==> src/rtl/fetch_queue.sv <==
// Fetch PC owner plus a DEPTH-entry {pc, instr} queue feeding decode.
// Optional same-cycle bypass when FETCH_QUEUE_BYPASS_EN is defined.
//
// Ports:
//   clock, reset             : clock, synchronous active-high reset
//   imem_addr/data/stall     : instruction memory request/response
//   redirect, redirect_pc    : flush and restart fetch at a target
//   d_stall                  : decode backpressure
//   d_valid, d_instr, d_pc   : head instruction to decode (0 when invalid)
//   q_count                  : registered queue occupancy
module fetch_queue #(
    parameter int          DEPTH    = 4,
    parameter logic [31:0] RESET_PC = 32'h0000_0000
) (
    input  logic                       clock,
    input  logic                       reset,
    output logic [31:0]                imem_addr,
    input  logic [31:0]                imem_data,
    input  logic                       imem_stall,
    input  logic                       redirect,
    input  logic [31:0]                redirect_pc,
    input  logic                       d_stall,
    output logic                       d_valid,
    output logic [31:0]                d_instr,
    output logic [31:0]                d_pc,
    output logic [$clog2(DEPTH):0]     q_count
);

    localparam int AW = $clog2(DEPTH);
    localparam int CW = AW + 1;

    logic [31:0]   fetch_pc;
    logic [AW-1:0] rd_ptr;
    logic [AW-1:0] wr_ptr;
    logic [CW-1:0] cnt;

    logic [31:0]   pc_mem    [DEPTH];
    logic [31:0]   instr_mem [DEPTH];

    logic mem_ok;
    logic q_empty;
    logic q_full;
    logic q_pop;
    logic accept;
    logic push;

    // An X stall must not let garbage into the queue.
    assign mem_ok  = (imem_stall === 1'b0);
    assign q_empty = (cnt == '0);
    assign q_full  = (cnt == CW'(DEPTH));

    // Queue-head pop; independent of accept, so no loop.
    assign q_pop   = !q_empty && !d_stall;
    assign accept  = mem_ok && (!q_full || q_pop) && !redirect;

    assign imem_addr = fetch_pc;
    assign q_count   = cnt;

`ifdef FETCH_QUEUE_BYPASS_EN
    logic byp;

    // Empty queue: hand the fresh word straight to decode.
    assign byp  = q_empty && accept;
    assign push = accept && !(byp && !d_stall);

    always_comb begin
        d_valid = 1'b0;
        d_instr = '0;
        d_pc    = '0;
        if (byp) begin
            d_valid = 1'b1;
            d_instr = imem_data;
            d_pc    = fetch_pc;
        end else if (!q_empty) begin
            d_valid = 1'b1;
            d_instr = instr_mem[rd_ptr];
            d_pc    = pc_mem[rd_ptr];
        end
    end
`else
    assign push = accept;

    always_comb begin
        d_valid = 1'b0;
        d_instr = '0;
        d_pc    = '0;
        if (!q_empty) begin
            d_valid = 1'b1;
            d_instr = instr_mem[rd_ptr];
            d_pc    = pc_mem[rd_ptr];
        end
    end
`endif

    // Storage is never cleared; pointers alone decide visibility.
    always_ff @(posedge clock) begin
        if (push) begin
            pc_mem[wr_ptr]    <= fetch_pc;
            instr_mem[wr_ptr] <= imem_data;
        end
    end

    always_ff @(posedge clock) begin
        if (reset) begin
            fetch_pc <= RESET_PC;
            rd_ptr   <= '0;
            wr_ptr   <= '0;
            cnt      <= '0;
        end else if (redirect) begin
            // Any same-cycle pop already went to decode.
            fetch_pc <= redirect_pc;
            rd_ptr   <= '0;
            wr_ptr   <= '0;
            cnt      <= '0;
        end else begin
            if (accept) begin
                fetch_pc <= fetch_pc + 32'd4;
            end
            if (push) begin
                wr_ptr <= wr_ptr + AW'(1);
            end
            if (q_pop) begin
                rd_ptr <= rd_ptr + AW'(1);
            end
            cnt <= cnt + CW'(push) - CW'(q_pop);
        end
    end

endmodule

==> config.mk <==
export PLATFORM = sky130hd
export DESIGN_NAME = fetch_queue
export DESIGN_NICKNAME = d
export VERILOG_FILES = /design/src/rtl/fetch_queue.sv
export SDC_FILE = /design/constraint.sdc
export NUM_CORES = 1
export LEC_CHECK = 0
export BUFFER_PORTS_ARGS = -buffer_cell sky130_fd_sc_hd__buf_2
export CORE_ASPECT_RATIO = 1.25
export CORE_MARGIN = 1.5
export CORE_UTILIZATION = 56
export DETAILED_ROUTE_END_ITERATION = 10
export MAX_ROUTING_LAYER = met4
export PLACE_DENSITY = 0.78
export SYNTH_ARGS = -nofsm -noshare
export SYNTH_HDL_FRONTEND = slang
export SYNTH_SLANG_ARGS = --single-unit
==> constraint.sdc <==
create_clock -name clock -period 8.9 [get_ports clock]
set_clock_uncertainty 0.1 [all_clocks]
set_input_delay 0.89 -clock clock [delete_from_list [all_inputs] [get_ports clock]]
set_output_delay 0.89 -clock clock [all_outputs]
set_load 0.02 [all_outputs]
# Word-level counts from Yosys, hierarchy flattened

Memory sizes are Yosys's and may differ from the RTL's. A register that Yosys moved wholly into a read port is not among the register bits.
Index checks and enable logic that the tools add are counted.

Bits in registers: 39
RAM bits: 256
Bits of input ports: 69
Output and inout port bits: 100
Memories: 2

Memories:

| name      | depth | bits a word | rd ports | clocked after Yosys merged registers in | wr ports | RTL line | source |
|---|---|---|---|---|---|---|---|
| instr_mem | 4     | 32          | 1        | 1                                       | 1        | 38       | `logic [31:0] instr_mem [DEPTH];` |
| pc_mem    | 4     | 32          | 1        | 1                                       | 1        | 37       | `logic [31:0] pc_mem [DEPTH];` |

Add/sub/neg operators: 5
Equal/unequal tests: 2
Muxes and demuxes: 11
Reduce and logical (&&, ||, !) cells: 11

Operators by type and width:

| cell                                                             | count |
|---|---|
| 32-bit 2-to-1 mux                                                | 4 |
| 32-bit by 3-bit adder with 32-bit output (second input constant) | 1 |
| 2-bit 2-to-1 mux                                                 | 4 |
| 2-bit by 1-bit adder with 2-bit output (second input constant)   | 2 |
| 1-bit logical NOT                                                | 4 |
| 3-bit by 1-bit adder with 3-bit output                           | 1 |
| 3-bit == test (second input constant)                            | 1 |
| 1-bit logical AND                                                | 3 |
| 3-bit logical NOT                                                | 1 |
| 1-bit 2-to-1 mux                                                 | 3 |
| 3-bit by 1-bit subtractor with 3-bit output                      | 1 |
| 2-bit nonzero test                                               | 1 |
| 2-bit OR reduction                                               | 1 |
| 1-bit === test (second input constant)                           | 1 |
| 1-bit logical OR                                                 | 1 |

# Longest topological paths before layout

Gate-level depths: netlist (run 1).

Depth after elaboration: 8
Depth in mapped cells: 11

# Worst setup path after synthesis (run 1)

No wires, ideal clock.

Path kind: input port to flip-flop
From: input redirect
To: memory instr_mem[1][0] (enable)
Arrival: 3,311 ps
Required time: 8,371 ps
Path slack: 5,060 ps
Cell stages on the path: 5
Buffers on the path: 3
Path through: buf_2 -> clkinv_1 -> clkbuf_1 -> clkbuf_1 -> and3_1

Word-level cells in the longest chain between the ends: 4

RTL lines:

| element                                | RTL line | source |
|---|---|---|
| start, declared                        | 20       | `input logic redirect,` |
| 1-bit logical NOT                      | 54       | `assign accept = mem_ok && (!q_full \|\| q_pop) && !redirect;` |
| 1-bit logical AND                      | 54       |  |
| 1-bit 2-to-1 mux                       | 97       | `if (push) begin` |
| 1-bit 2-to-1 mux (not written as such) | 99       | `instr_mem[wr_ptr] <= imem_data;` |
| end, declared                          | 38       |  |

Every way passes these cells.

==> out/qor.txt, run 1 <==
max-cap viol count: 0
max-slew violation count: 0
Critical Path, Cell by Cell: buf_4 > mux4_2 > and2_1 > buf_2
RePlAce Congestion: 0.839
Initial Util: 56.9%
P_int: 0.00233 W
RSZ-0062 raised after global routing: no
WP data required: 7.91 ns
power per cell area: 211 mW/mm^2
io pins: 169
switching share of power: 21.9%
Setup-failing EPs final: 0
Cell variety after synth: 63
vias in the first global route: 6,610
critical path's slowest cell: buf_4
Post-Syn Area: 0.0122 mm^2
clock share of power: 39.1%
post-CTS sizing: 0
fin util: 65.9%
die area: 0.0227 mm^2
Mapped Nets: 797
Top Family by Delay on Critical Path: buffers and inverters
Gate power share: 7.7%
clock sink count: 297
slowest stage delay, CP: 0.80 ns
drt pass-1 iters: 5
height of the die: 168 um
Post-synth EDFFs: 256
CTS Buf Count: 27
setup TNS: 0 ns
Startpoint Class: flip-flop
number of cell rows: 60
Cells after Synth: 720
H-tree Lvls: 1
final WL: 24.4 mm
Antenna Cells: 0
WL/cell: 20.8 um
Post-synth ARST share: 0%
share of layout cells above drive strength 1: 33.3%
slew margin rel.: 28.0%
number of remaining DRC errors: 0
CTS tree: yes
clk slew on worst S/H paths: 0.06 ns
#FFs+latches synth: 297
Worst Max-Slew Pin Slew: 1.08 ns
Root Driver: clkbuf_16
Area Growth Syn to Fin: 16.0%
first-pass GRT wire length: 37.9 mm
worst path bufs/invs: 2
status: finished clean
register share of total power: 53.2%
insertion delay to the later sink of the worst-skew pair: 0.53 ns
dpl hpwl: 15.0 mm
Routed Antenna Nets: 0
min-delay src: rd_ptr[1]
DR vias/cell: 5.81
Seq/Total Area, Yosys: 69.7%
initial antenna violation count: 0
f_max: 0.257 GHz
largest net degree at the start of global routing: 66
Hold Crit Class: flip-flop to flip-flop
crit share post-route: 43.6%
syn avg cell area: 17.0 um^2
hold buffers post-CTS: 0
GR Overflow Total: 0
Worst setup EP type: primary output
arrival time worst endpoint: 2.89 ns
sw power: 0.000654 W
crit path time final: 3.88 ns
Initial DRC Count: 704
CP Class: flip-flop to primary output
Top FF cell, synth: edfxtp_1
yosys warns: 0
IR drop worst, VDD: 0.141 mV
vias: 6,835
RR Startpoint: q_count[1]
Clock Path Buffers: 3
postcts setup bufs: 0
DIE WIDTH: 135 um
Leak: 4.99 nW
CORE AREA: 0.0215 mm^2
nets: 955
Final Hold Fails: 0
Total GRT Usage: 22.5%
worst-path fanout max: 54
PortBufs: 168
metrics by stage:
stage               setup slack [ns]  hold slack [ns]  instance area, um^2  power (W)  cells
floorplan                       5.06            0.369                12200    0.00175    720
global placement                5.49            0.386                13200    0.00184   1128
detailed placement              5.43            0.396                13200    0.00185   1128
CTS                             4.94            0.418                14200    0.00300   1177
global route                    4.79            0.442                14200    0.00307   1177
finish                          5.02            0.417                14200    0.00298   1177
Yosys cell counts (3+ instances only):
cell type | count | area share [%]
nand2_1 | 25 | 0.77
and4_1 | 5 | 0.36
a311o_1 | 3 | 0.25
nor3_1 | 4 | 0.16
inv_1 | 16 | 0.49
o21bai_1 | 3 | 0.18
xnor2_1 | 11 | 0.79
nor2_1 | 38 | 1.2
a311oi_1 | 8 | 0.57
dfxtp_1 | 41 | 6.7
buf_6 | 3 | 0.28
nor4_1 | 11 | 0.56
and3_1 | 15 | 0.77
nand4_1 | 11 | 0.56
nand3_1 | 8 | 0.33
mux4_2 | 64 | 12
nor2b_1 | 4 | 0.20
and2_1 | 69 | 3.5
edfxtp_1 | 256 | 63
a211oi_1 | 9 | 0.55
nor3b_1 | 3 | 0.18
a21oi_1 | 6 | 0.25
a31oi_1 | 6 | 0.31
ha_1 | 7 | 0.72
nor4_2 | 3 | 0.31
buf_2 | 10 | 0.41
clkbuf_1 | 25 | 0.77
or3_1 | 7 | 0.36
tightest hold or removal path, delay by kind of cell (launching register included):
kind          cells  cell delay, ns
xor+xnor          1            0.11
simple gates      1            0.05
flops             1            0.32
placed cells by master, fill, tap and decap left out, types with 7 or more instances in the layout:
cell type,netlist,final
ha_1,7,7
or3_1,7,7
nor4_1,11,11
nand4_1,11,11
dfxtp_1,41,39
and2_1,69,69
and3_1,15,11
nor2_1,38,38
buf_2,10,168
a311oi_1,8,8
xnor2_1,11,11
clkbuf_16,0,27
a211oi_1,9,9
mux4_2,64,64
nand2_1,25,25
nand3_1,8,8
inv_1,16,15
edfxtp_1,256,256
registers in the layout (all words and copies together), names as in the netlist, named ones only:
name	count
instr_mem	128
pc_mem	128
imem_addr	32
q_count	3
rd_ptr	2
wr_ptr	2
per-layer routing:
layer	wire length, um	vias up	track usage [%]
met5	0	-	-
met4	495	0	5.80
met3	1410	30	2.83
met2	12200	235	35.6
met1	10400	3395	31.7
li1	-	3175	-
worst paths after layout:
check / to / slack (ns) / cells past startpoint
worst max-delay path: d_instr[8] / 5.02 / 4
worst min-delay path: flip-flop / 0.42 / 2
worst max register to register: instr_mem[1][6] / 6.25 / 3
worst min register to register: flip-flop / 0.42 / 2
area by class of cell:
type	count	area, um^2
clock buffers	38	767
clock inverters	11	144
fillers	1480	7310
inverters	18	67.6
multi-input cells	364	3460
flip-flops and latches	297	8520
well taps	279	349
repair buffers	170	856
power by group through the flow:
stage / sequential (W) / clock (W) / combinational, W
global placement: 0.00161 / 0 / 0.000228
global route: 0.00159 / 0.00123 / 0.000249
detailed placement: 0.00162 / 0 / 0.000231
finish: 0.00159 / 0.00117 / 0.000229
floorplan: 0.00161 / 0 / 0.000137
CTS: 0.00159 / 0.00118 / 0.000233
cell families (layout without fill, tap and decap cells):
group	count (synthesis)	after routing	share of synthesized area, %
AOI/OAI and AO/OA	55	55	3.54
adders and majority gates	8	8	0.881
DFF	297	297	69.7
and+or+nand+nor	222	222	10.9
buffers and inverters	59	237	2.13
muxes	66	66	12.0
xor gates and xnor gates	13	13	0.933
Power figures use the tool's default switching activity.
==> inputs of run 2 (changes only) <==
==> constraint.sdc (replaced) <==
create_clock -name clock -period 3.86 [get_ports clock]
set_clock_uncertainty 0.1 [all_clocks]
set_input_delay 0.386 -clock clock [delete_from_list [all_inputs] [get_ports clock]]
set_output_delay 0.386 -clock clock [all_outputs]
set_load 0.02 [all_outputs]
==> run 2 against run 1 <==
  * Die area did not move
  * Sequential cell count did not move
  * Sequential share of layout area fell by 1.3 points
  * Critical path depth did not move
  * Clock-buffer cell count did not move
  * Setup slack got worse by 4.0 ns
  * Critical endpoint is now d_pc[24]
  * Largest cell class unchanged
==> out/qor.txt, run 2 (same netlist as run 1, synthesis figures left out) <==
WL/cell: 21.8 um
crit share post-route: 74.6%
Gate power share: 8.4%
slew margin rel.: 34.0%
Setup-failing EPs final: 0
WP data required: 3.37 ns
H-tree Lvls: 1
switching share of power: 22.7%
RR Startpoint: q_count[1]
arrival time worst endpoint: 2.39 ns
crit path time final: 2.88 ns
slowest stage delay, CP: 0.71 ns
height of the die: 168 um
f_max: 0.347 GHz
Worst Max-Slew Pin Slew: 0.982 ns
clock sink count: 297
post-CTS sizing: 0
drt pass-1 iters: 5
Inst Count DP: 1,137
Antenna Cells: 0
status: finished clean
register share of total power: 54.3%
io pins: 169
RSZ-0062 raised after global routing: no
RePlAce Congestion: 0.936
CTS Buf Count: 27
Total GRT Usage: 24.3%
dpl hpwl: 16.5 mm
Critical Path, Cell by Cell: nor3_1 > inv_2 > and2_1 > buf_2
IR drop worst, VDD: 0.419 mV
CTS tree: yes
PortBufs: 168
Routed Antenna Nets: 0
power per cell area: 466 mW/mm^2
critical path's slowest cell: inv_2
clock share of power: 37.2%
GR Overflow Total: 0
largest net degree at the start of global routing: 66
initial antenna violation count: 0
vias: 7,172
setup TNS: 0 ns
FF-to-FF setup slack: 1.26 ns
worst-path fanout max: 65
max-cap viol count: 0
clk slew on worst S/H paths: 0.07 ns
max-slew violation count: 0
Initial DRC Count: 597
number of cell rows: 60
Worst setup startpoint: q_count[1]
worst path bufs/invs: 2
Root Driver: clkbuf_16
min-delay src: imem_data[31]
Leak: 5.12 nW
die area: 0.0227 mm^2
CORE AREA: 0.0215 mm^2
DIE WIDTH: 135 um
first-pass GRT wire length: 40.5 mm
commonest cells after routing, fill and taps aside: edfxtp_1, buf_2, and2_1
Startpoint Class: flip-flop
Initial Util: 56.9%
Worst setup EP type: primary output
Top Family by Delay on Critical Path: buffers and inverters
P_int: 0.00521 W
insertion delay to the later sink of the worst-skew pair: 0.53 ns
vias in the first global route: 7,128
Final Hold Fails: 0
Clock Path Buffers: 3
CP Class: flip-flop to primary output
Hold Crit Class: input pin to flip-flop
fin cells: 1,217
nets: 994
DR vias/cell: 5.89
Area Growth Syn to Fin: 18.5%
share of layout cells above drive strength 1: 32.2%
sw power: 0.00153 W
number of remaining DRC errors: 0
final WL: 26.6 mm
commonest non-fill, non-tap cell in the layout: edfxtp_1
## run 2: timing repair
action                                 in CTS  in global routing
setup buffers                               0                  0
hold buffers                               30                  0
setup endpoints to repair                   0                  0
endpoints found under the hold margin     120                  0
## run 2: layout make-up
cell class,count,area (um^2)
Multi-Input combinational cell,364,3460
Timing Repair Buffer,209,1250
Fill cell,1448,7000
Clock inverter,12,92.6
Clock buffer,38,737
Tap cell,279,349
Inverter,18,67.6
Sequential cell,297,8520
## run 2: routing by layer
layer | GRT usage (%) | vias up | share of wire [%]
li1 | - | 3242 | -
met1 | 32.7 | 3552 | 41
met2 | 39.0 | 318 | 51
met3 | 2.59 | 60 | 5.7
met4 | 8.79 | 0 | 2.9
met5 | - | - | 0
## run 2: path summary, 6_finish.rpt
| path | end | cells past startpoint |
|---|---|---|
| worst max-delay path | d_pc[24] | 4 |
| worst min-delay path | instr_mem[0][31] | 1 |
| worst max register to register | pc_mem[3][12] | 4 |
| worst min register to register | flip-flop | 2 |
## run 2: stage by stage
stage | setup slack (ns) | util, % | hold WS (ns) | power (W) | cell area (um^2)
after floorplan | 0.524 | - | 0.369 | 0.00404 | 12200
after global placement | 1.25 | 62.1 | 0.409 | 0.00426 | 13300
after detailed placement | 1.24 | 62.1 | 0.411 | 0.00427 | 13300
after CTS | 0.919 | 67.4 | 0.0000214 | 0.00677 | 14500
after global routing | 0.802 | 67.4 | 0.000102 | 0.00694 | 14500
final | 0.980 | 67.4 | 0.0197 | 0.00674 | 14500
## run 2: worst register-to-register path, delay by kind of cell (launching register included)
kind,cells,cell delay [ns]
AND/OR/NAND/NOR,3,1.33
flip-flops,1,0.46
buffers and inverters,1,0.39
## run 2: power by group through the flow
stage	Combinational, W	Sequential [W]	Clock (W)
after floorplan	0.000317	0.00372	0
after global placement	0.000539	0.00372	0
after detailed placement	0.000545	0.00373	0
after CTS	0.000573	0.00366	0.00254
after global routing	0.000611	0.00367	0.00266
final	0.000567	0.00366	0.00251
